`src/rtl/bcd_seq_ctl_pkg.sv`:
```
// Shared types and display-code helpers for the BCD adder sequencing controller.
package bcd_ctl_pkg;

    typedef enum logic [1:0] {ENTER, CIN, CALC, SHOW} state_t;

    function automatic int cin_code(input int num_ops);
        return num_ops;
    endfunction

    function automatic int rslt_code(input int num_ops);
        return num_ops + 1;
    endfunction

    function automatic int err_code(input int sel_w);
        return (2 ** sel_w) - 2;
    endfunction

    // Operand codes, CIN, RSLT and ERR must all fit in SEL_W bits without overlap.
    function automatic bit params_legal(input int num_ops, input int sel_w);
        return (num_ops >= 2) && (num_ops <= (2 ** sel_w) - 4);
    endfunction

endpackage

```
`src/rtl/bcd_seq_ctl_if.sv`:
```
// Button/strobe bundle between the push-button front end and the operand/result registers.
interface bcd_seq_ctl_if #(
    parameter int NUM_OPS = 2,
    parameter int SEL_W   = 3
);
    localparam int IDX_W = (NUM_OPS > 1) ? $clog2(NUM_OPS) : 1;

    logic               next_btn;
    logic               back_btn;
    logic               out_of_range;
    logic               accum_mode;
    logic [NUM_OPS-1:0] load_op;
    logic               acc_sel;
    logic               load_cin;
    logic               load_rslt;
    logic [SEL_W-1:0]   out_mux_sel;
    logic               err;
    logic [IDX_W-1:0]   op_idx;

    modport master (
        output next_btn, back_btn, out_of_range, accum_mode,
        input  load_op, acc_sel, load_cin, load_rslt, out_mux_sel, err, op_idx
    );

    modport slave (
        input  next_btn, back_btn, out_of_range, accum_mode,
        output load_op, acc_sel, load_cin, load_rslt, out_mux_sel, err, op_idx
    );

endinterface

```
`src/rtl/bcd_seq_ctl_btn_edge.sv`:
```
// Rising-edge detector for a pre-synchronised button level.
module btn_edge (
    input  logic clk,
    input  logic reset_n,
    input  logic btn,
    output logic press
);
    logic btn_q;

    // Resetting to 1 means a button already held at reset release is not a press.
    always_ff @(posedge clk or negedge reset_n) begin
        if (!reset_n) btn_q <= 1'b1;
        else          btn_q <= btn;
    end

    assign press = btn & ~btn_q;

endmodule

```
`src/rtl/bcd_seq_ctl.sv`:
```
// Operand/carry/result load sequencer for the multi-operand BCD adder.
//  state | meaning
//  ENTER | operand op_idx being keyed in; next loads it, back steps one operand back
//  CIN   | carry-in being keyed in; next loads it, back returns to the last operand
//  CALC  | single cycle; result register load issued, buttons ignored
//  SHOW  | result displayed; next restarts, optionally chaining result into operand 0
module bcd_seq_ctl
    import bcd_ctl_pkg::*;
#(
    parameter int NUM_OPS = 2,
    parameter int HAS_CIN = 1,
    parameter int SEL_W   = 3
) (
    input  logic          clk,
    input  logic          reset_n,
    bcd_seq_ctl_if.slave  bus
);
    localparam int IDX_W = (NUM_OPS > 1) ? $clog2(NUM_OPS) : 1;
    localparam logic [SEL_W-1:0] CIN_CODE  = SEL_W'(cin_code(NUM_OPS));
    localparam logic [SEL_W-1:0] RSLT_CODE = SEL_W'(rslt_code(NUM_OPS));
    localparam logic [SEL_W-1:0] ERR_CODE  = SEL_W'(err_code(SEL_W));
    localparam logic [IDX_W-1:0] LAST_IDX  = IDX_W'(NUM_OPS - 1);

    if (!params_legal(NUM_OPS, SEL_W)) begin : g_bad_params
        $error("bcd_seq_ctl: NUM_OPS does not fit the SEL_W display code space");
    end

    state_t             state;
    logic [IDX_W-1:0]   idx;
    logic [NUM_OPS-1:0] load_op;
    logic               acc_sel;
    logic               load_cin;
    logic               load_rslt;
    logic [SEL_W-1:0]   sel;
    logic               err;
    logic               next_p;
    logic               back_p;

    btn_edge u_next_edge (.clk(clk), .reset_n(reset_n), .btn(bus.next_btn), .press(next_p));
    btn_edge u_back_edge (.clk(clk), .reset_n(reset_n), .btn(bus.back_btn), .press(back_p));

    always_ff @(posedge clk or negedge reset_n) begin
        if (!reset_n) begin
            state     <= ENTER;
            idx       <= '0;
            load_op   <= '0;
            acc_sel   <= 1'b0;
            load_cin  <= 1'b0;
            load_rslt <= 1'b0;
            sel       <= '0;
            err       <= 1'b0;
        end else begin
            load_op   <= '0;
            acc_sel   <= 1'b0;
            load_cin  <= 1'b0;
            load_rslt <= 1'b0;
            case (state)
                ENTER: begin
                    if (next_p) begin
                        if (bus.out_of_range) begin
                            err <= 1'b1;
                            sel <= ERR_CODE;
                        end else begin
                            load_op <= NUM_OPS'(1) << idx;
                            err     <= 1'b0;
                            if (idx < LAST_IDX) begin
                                idx <= idx + IDX_W'(1);
                                sel <= SEL_W'(idx) + SEL_W'(1);
                            end else if (HAS_CIN != 0) begin
                                state <= CIN;
                                sel   <= CIN_CODE;
                            end else begin
                                state <= CALC;
                                sel   <= RSLT_CODE;
                            end
                        end
                    end else if (back_p) begin
                        err <= 1'b0;
                        if (idx != '0) begin
                            idx <= idx - IDX_W'(1);
                            sel <= SEL_W'(idx) - SEL_W'(1);
                        end else begin
                            sel <= '0;
                        end
                    end
                end
                CIN: begin
                    if (next_p) begin
                        load_cin <= 1'b1;
                        state    <= CALC;
                        sel      <= RSLT_CODE;
                    end else if (back_p) begin
                        state <= ENTER;
                        idx   <= LAST_IDX;
                        sel   <= SEL_W'(LAST_IDX);
                    end
                end
                CALC: begin
                    load_rslt <= 1'b1;
                    state     <= SHOW;
                    sel       <= RSLT_CODE;
                end
                SHOW: begin
                    if (next_p) begin
                        state <= ENTER;
                        if (bus.accum_mode) begin
                            load_op <= NUM_OPS'(1);
                            acc_sel <= 1'b1;
                            idx     <= IDX_W'(1);
                            sel     <= SEL_W'(1);
                        end else begin
                            idx <= '0;
                            sel <= '0;
                        end
                    end
                end
                default: state <= ENTER;
            endcase
        end
    end

    assign bus.load_op     = load_op;
    assign bus.acc_sel     = acc_sel;
    assign bus.load_cin    = load_cin;
    assign bus.load_rslt   = load_rslt;
    assign bus.out_mux_sel = sel;
    assign bus.err         = err;
    assign bus.op_idx      = idx;

endmodule

```
`src/flat_wrapper.sv`:
```
// flat-port wrapper written by rule: the top's interface ports become plain ports
module bcd_seq_ctl_flat import bcd_ctl_pkg::*;
#(
    parameter int NUM_OPS = 2,
    parameter int HAS_CIN = 1,
    parameter int SEL_W   = 3
)
  (clk, reset_n, bus_next_btn, bus_back_btn, bus_out_of_range, bus_accum_mode, bus_load_op, bus_acc_sel, bus_load_cin, bus_load_rslt, bus_out_mux_sel, bus_err, bus_op_idx);
  bcd_seq_ctl_if #(.NUM_OPS(NUM_OPS), .SEL_W(SEL_W)) bus_i ();
  input  logic clk;
  input  logic reset_n;
  input wire logic [$bits(bus_i.next_btn)-1:0] bus_next_btn;
  input wire logic [$bits(bus_i.back_btn)-1:0] bus_back_btn;
  input wire logic [$bits(bus_i.out_of_range)-1:0] bus_out_of_range;
  input wire logic [$bits(bus_i.accum_mode)-1:0] bus_accum_mode;
  output wire logic [$bits(bus_i.load_op)-1:0] bus_load_op;
  output wire logic [$bits(bus_i.acc_sel)-1:0] bus_acc_sel;
  output wire logic [$bits(bus_i.load_cin)-1:0] bus_load_cin;
  output wire logic [$bits(bus_i.load_rslt)-1:0] bus_load_rslt;
  output wire logic [$bits(bus_i.out_mux_sel)-1:0] bus_out_mux_sel;
  output wire logic [$bits(bus_i.err)-1:0] bus_err;
  output wire logic [$bits(bus_i.op_idx)-1:0] bus_op_idx;
  assign bus_i.next_btn = bus_next_btn;
  assign bus_i.back_btn = bus_back_btn;
  assign bus_i.out_of_range = bus_out_of_range;
  assign bus_i.accum_mode = bus_accum_mode;
  assign bus_load_op = bus_i.load_op;
  assign bus_acc_sel = bus_i.acc_sel;
  assign bus_load_cin = bus_i.load_cin;
  assign bus_load_rslt = bus_i.load_rslt;
  assign bus_out_mux_sel = bus_i.out_mux_sel;
  assign bus_err = bus_i.err;
  assign bus_op_idx = bus_i.op_idx;
  bcd_seq_ctl #(.NUM_OPS(NUM_OPS), .HAS_CIN(HAS_CIN), .SEL_W(SEL_W)) u_core (.clk(clk), .reset_n(reset_n), .bus(bus_i));
endmodule
```
`config.mk`:
```
export PLATFORM = sky130hd
export DESIGN_NAME = bcd_seq_ctl_flat
export DESIGN_NICKNAME = d
export VERILOG_FILES = /design/src/rtl/bcd_seq_ctl_pkg.sv /design/src/rtl/bcd_seq_ctl_if.sv /design/src/rtl/bcd_seq_ctl_btn_edge.sv /design/src/rtl/bcd_seq_ctl.sv /design/src/flat_wrapper.sv
export SDC_FILE = /design/constraint.sdc
export NUM_CORES = 1
export LEC_CHECK = 0
export BUFFER_PORTS_ARGS = -buffer_cell sky130_fd_sc_hd__buf_2
export CORE_MARGIN = 10
export CORE_UTILIZATION = 55
export DETAILED_ROUTE_END_ITERATION = 6
export GPL_TIMING_DRIVEN = 0
export PLACE_DENSITY = 0.82
export SLEW_MARGIN = 5
export SYNTH_ARGS = -nofsm -noshare
export SYNTH_HDL_FRONTEND = slang
export SYNTH_HIERARCHICAL = 1
export SYNTH_SLANG_ARGS = --single-unit
```
`constraint.sdc`:
```
create_clock -name clk -period 4.4 [get_ports clk]
set_clock_uncertainty 0.15 [all_clocks]
set_input_delay 0.44 -clock clk [delete_from_list [all_inputs] [get_ports clk]]
set_output_delay 0.44 -clock clk [all_outputs]
set_load 0.05 [all_outputs]
```
==> results.cfg <==
[outcome]
status = completed

[detailed_routing]
vias_per_cell = 5.71
wl_met2_um = 780
topRoutingLayerUsed = met4
drc = 0
drt-initial-drc-count = 22
vias = 617
ant_nets = 0
drt-pass1-iter-count = 4
wire_per_inst_um = 14.9
wl_met3_um = 136
wirelength_um = 1610
wl_met1_um = 664

[global_routing]
antenna_found_initial = 0
grt_usage_pct = 10.1
grt.overflow.total = 0
grt_pass1_vias = 619
grt_max_degree = 15
grt_pass1_wl_um = 2680

[die]
die_area_um2 = 3320
die_x_um = 57.6
die_y_um = 57.6
pin_count = 16
rows = 13
core_um2 = 1320
initial_core_util_pct = 59.2

[setup_path]
critPathCaptureType = register
r2r_slack_ns = 2.43
slowest_stage = dfrtp_1
path_max_fanout = 9
critPathLaunchType = register
reg2reg_to = u_core/bus.out_mux_sel[1]$_DFFE_PN0P_
reg2reg_depth = 7
crit_path_start = u_core/state[0]$_DFFE_PN0P_
r2r-start = u_core/state[0]$_DFFE_PN0P_
cp_num_buf_inv = 2
worstPathArrival_ns = 1.99
cp_data_required_time_ns = 4.42
cp_top_family = flip-flops
crit_path_max_incr_delay_ns = 0.48
crit_chain = inv_1 -> ha_1 -> buf_4 -> o21bai_1 -> a21oi_1 -> mux2i_1 -> nand2_1
worstSetupPathType = register to register

[job]
max-cap-violations = 0

[sta]
hold_viol = 0
period_minus_slack_ns = 1.97
timing.fmax_mhz = 508
rsz0062_at_grt = false
slew_headroom_pct = 74.7
setup_viol = 0
worstMarginPinSlew_ns = 0.380
slew_viol_final = 0
period_share_pct = 44.7
fin_setup_tns_ns = 0
whs_ns = 0.114

[logic_synthesis]
synth_edf_count = 0
syn_area_um2 = 779
yosysWarnings = 6
synth_adder_area_share_pct = 12.8
synth-seq-cells = 14
synth-compound-area-share_pct = 17.8
synthFlopType = dfrtp_1
synth_mux_area_share_pct = 2.73
synth.avg_cell_area_um2 = 10.7
seq_area_frac_synth_pct = 45.3
synth_nets = 87
synthCells = 73
async_flop_share_pct = 100
synth_xor_area_share_pct = 0
yosys.area_share.simple_pct = 17.0
synth_top_family_by_area = compound AO/OA/AOI/OAI gates
ys_types = 31

[clock_tree]
post_cts_buffers = 0
cts_inserted_buffers = 3
cts_resized = 0
path_clk_slew_ns = 0.09
cts-root-buf = clkbuf_4
cts_tree = built
clockBufferDepth = 2
clock_latency_ns = 0.28
cts.sinks = 14
h-tree-depth = 1

[placed_design]
gp_congestion = 0.910
hpwlAfterDp_um = 1230
portBuffers = 15

[hold_path]
worstHoldStart = bus_next_btn
hold_path_end = u_core/u_next_edge/btn_q$_DFF_PN1_
hold_depth = 1
hp-class = input port to register

[cells_and_area]
regArea_um2 = 353
drive_above_1_share_pct = 32.3
nFillCells = 100
diodes = 0
final_nets = 108
multi_input_area_um2 = 393
area_growth_pct = 18.0

[pwr]
powerDensity_nw_per_um2 = 722
vdd_drop_max_mv = 0.362
power.leakage_nw = 0.482
[where the power goes]
| group | internal [W] | switching (W) |
|---|---|---|
| Sequential | 0.000164 | 0.0000346 |
| Clock | 0.0000503 | 0.0000420 |
| Combinational | 0.000132 | 0.000241 |
[stage by stage]
stage	total power [W]	util [%]	instances	cell area (µm²)	setup WS, ns
floorplan	0.000484	-	73	779	2.67
global placement	0.000556	66.3	103	873	2.55
detailed placement	0.000566	66.3	103	873	2.47
CTS	0.000663	69.8	108	920	2.45
global route	0.000707	69.8	108	920	2.34
finish	0.000664	69.8	108	920	2.43
[metal layers]
layer / vias to the layer above / global-route usage, %
met1: 292 / 11.4
met3: 2 / 2.83
met4: 0 / 8.39
met2: 28 / 15.5
met5: - / 0
li1: 295 / -
[repair_timing]
| action | in CTS | in global routing |
|---|---|---|
| endpoints found under the setup margin | 0 | 0 |
| endpoints found under the hold margin | 12 | 0 |
| hold buffers | 1 | 0 |
[cells in the mapped netlist, types with 2 or more instances]
master	number	area share [%]
dfrtp_1	12	39
ha_1	8	13
nand2_1	7	3.4
inv_1	4	1.9
a31oi_1	3	2.4
nand3_1	3	1.9
nor2_1	3	1.4
nor3_1	3	1.9
o21ai_0	3	1.9
a21o_1	2	1.9
a21oi_1	2	1.3
dfstp_2	2	6.7
nor2b_4	2	3.5
o21bai_1	2	1.9
[worst register-to-register path, delay by kind of cell, from the launching register on]
| family | cells | cell delay (ns) |
|---|---|---|
| AOI/OAI and AO/OA | 2 | 0.42 |
| adders and majority gates | 1 | 0.16 |
| buffers and inverters | 2 | 0.31 |
| DFF | 1 | 0.48 |
| muxes | 1 | 0.26 |
| and+or+nand+nor | 1 | 0.08 |
[final cells by class]
class	count	area share [%]
inverters	4	1.63
clock buffers	4	3.95
plain buffers	2	2.04
repair buffers	16	9.25
well taps	15	2.04
flip-flops and latches	14	38.4
multi-input cells	53	42.7
[sequential cells by signal, summed over array words and instances (netlist names)]
name                      flops
u_core/bus.out_mux_sel        3
u_core/bus.load_op            2
u_core/state                  2
u_core/bus.acc_sel            1
u_core/bus.err                1
u_core/bus.load_cin           1
u_core/bus.load_rslt          1
u_core/bus.op_idx             1
u_core/u_back_edge/btn_q      1
u_core/u_next_edge/btn_q      1
[cell families (layout without fill, tap and decap cells)]
| group | Yosys count | after routing |
|---|---|---|
| buffers and inverters | 6 | 26 |
| AOI/OAI and AO/OA | 20 | 20 |
| and+or+nand+nor | 23 | 23 |
| adders and majority gates | 8 | 8 |
| DFF | 14 | 14 |
| muxes | 2 | 2 |
[layout by cell type (no fill, tap or decap), types with 2 or more instances in the layout]
cell type / synthesis / routed
a21oi_1: 2 / 2
nand3_1: 3 / 3
nor2b_4: 2 / 2
a21o_1: 2 / 2
ha_1: 8 / 8
o21ai_0: 3 / 3
buf_2: 0 / 15
dfrtp_1: 12 / 12
clkbuf_4: 0 / 3
nor3_1: 3 / 3
nor2_1: 3 / 3
dfstp_2: 2 / 2
inv_1: 4 / 4
nand2_1: 7 / 7
o21bai_1: 2 / 2
a31oi_1: 3 / 3
[how the worst max path moves through the flow]
stage / depth (start not counted) / slack (ns) / to
after global routing: 6 / 2.34 / u_core/state[1]$_DFFE_PN0P_
final: 7 / 2.43 / u_core/bus.out_mux_sel[1]$_DFFE_PN0P_
after CTS: 7 / 2.45 / u_core/bus.out_mux_sel[1]$_DFFE_PN0P_
after detailed placement: 7 / 2.47 / u_core/bus.out_mux_sel[1]$_DFFE_PN0P_
after floorplan: 7 / 2.67 / u_core/bus.op_idx$_DFFE_PN0P_
after global placement: 6 / 2.55 / u_core/state[1]$_DFFE_PN0P_
Note: power is estimated with default switching activity, not from simulation.
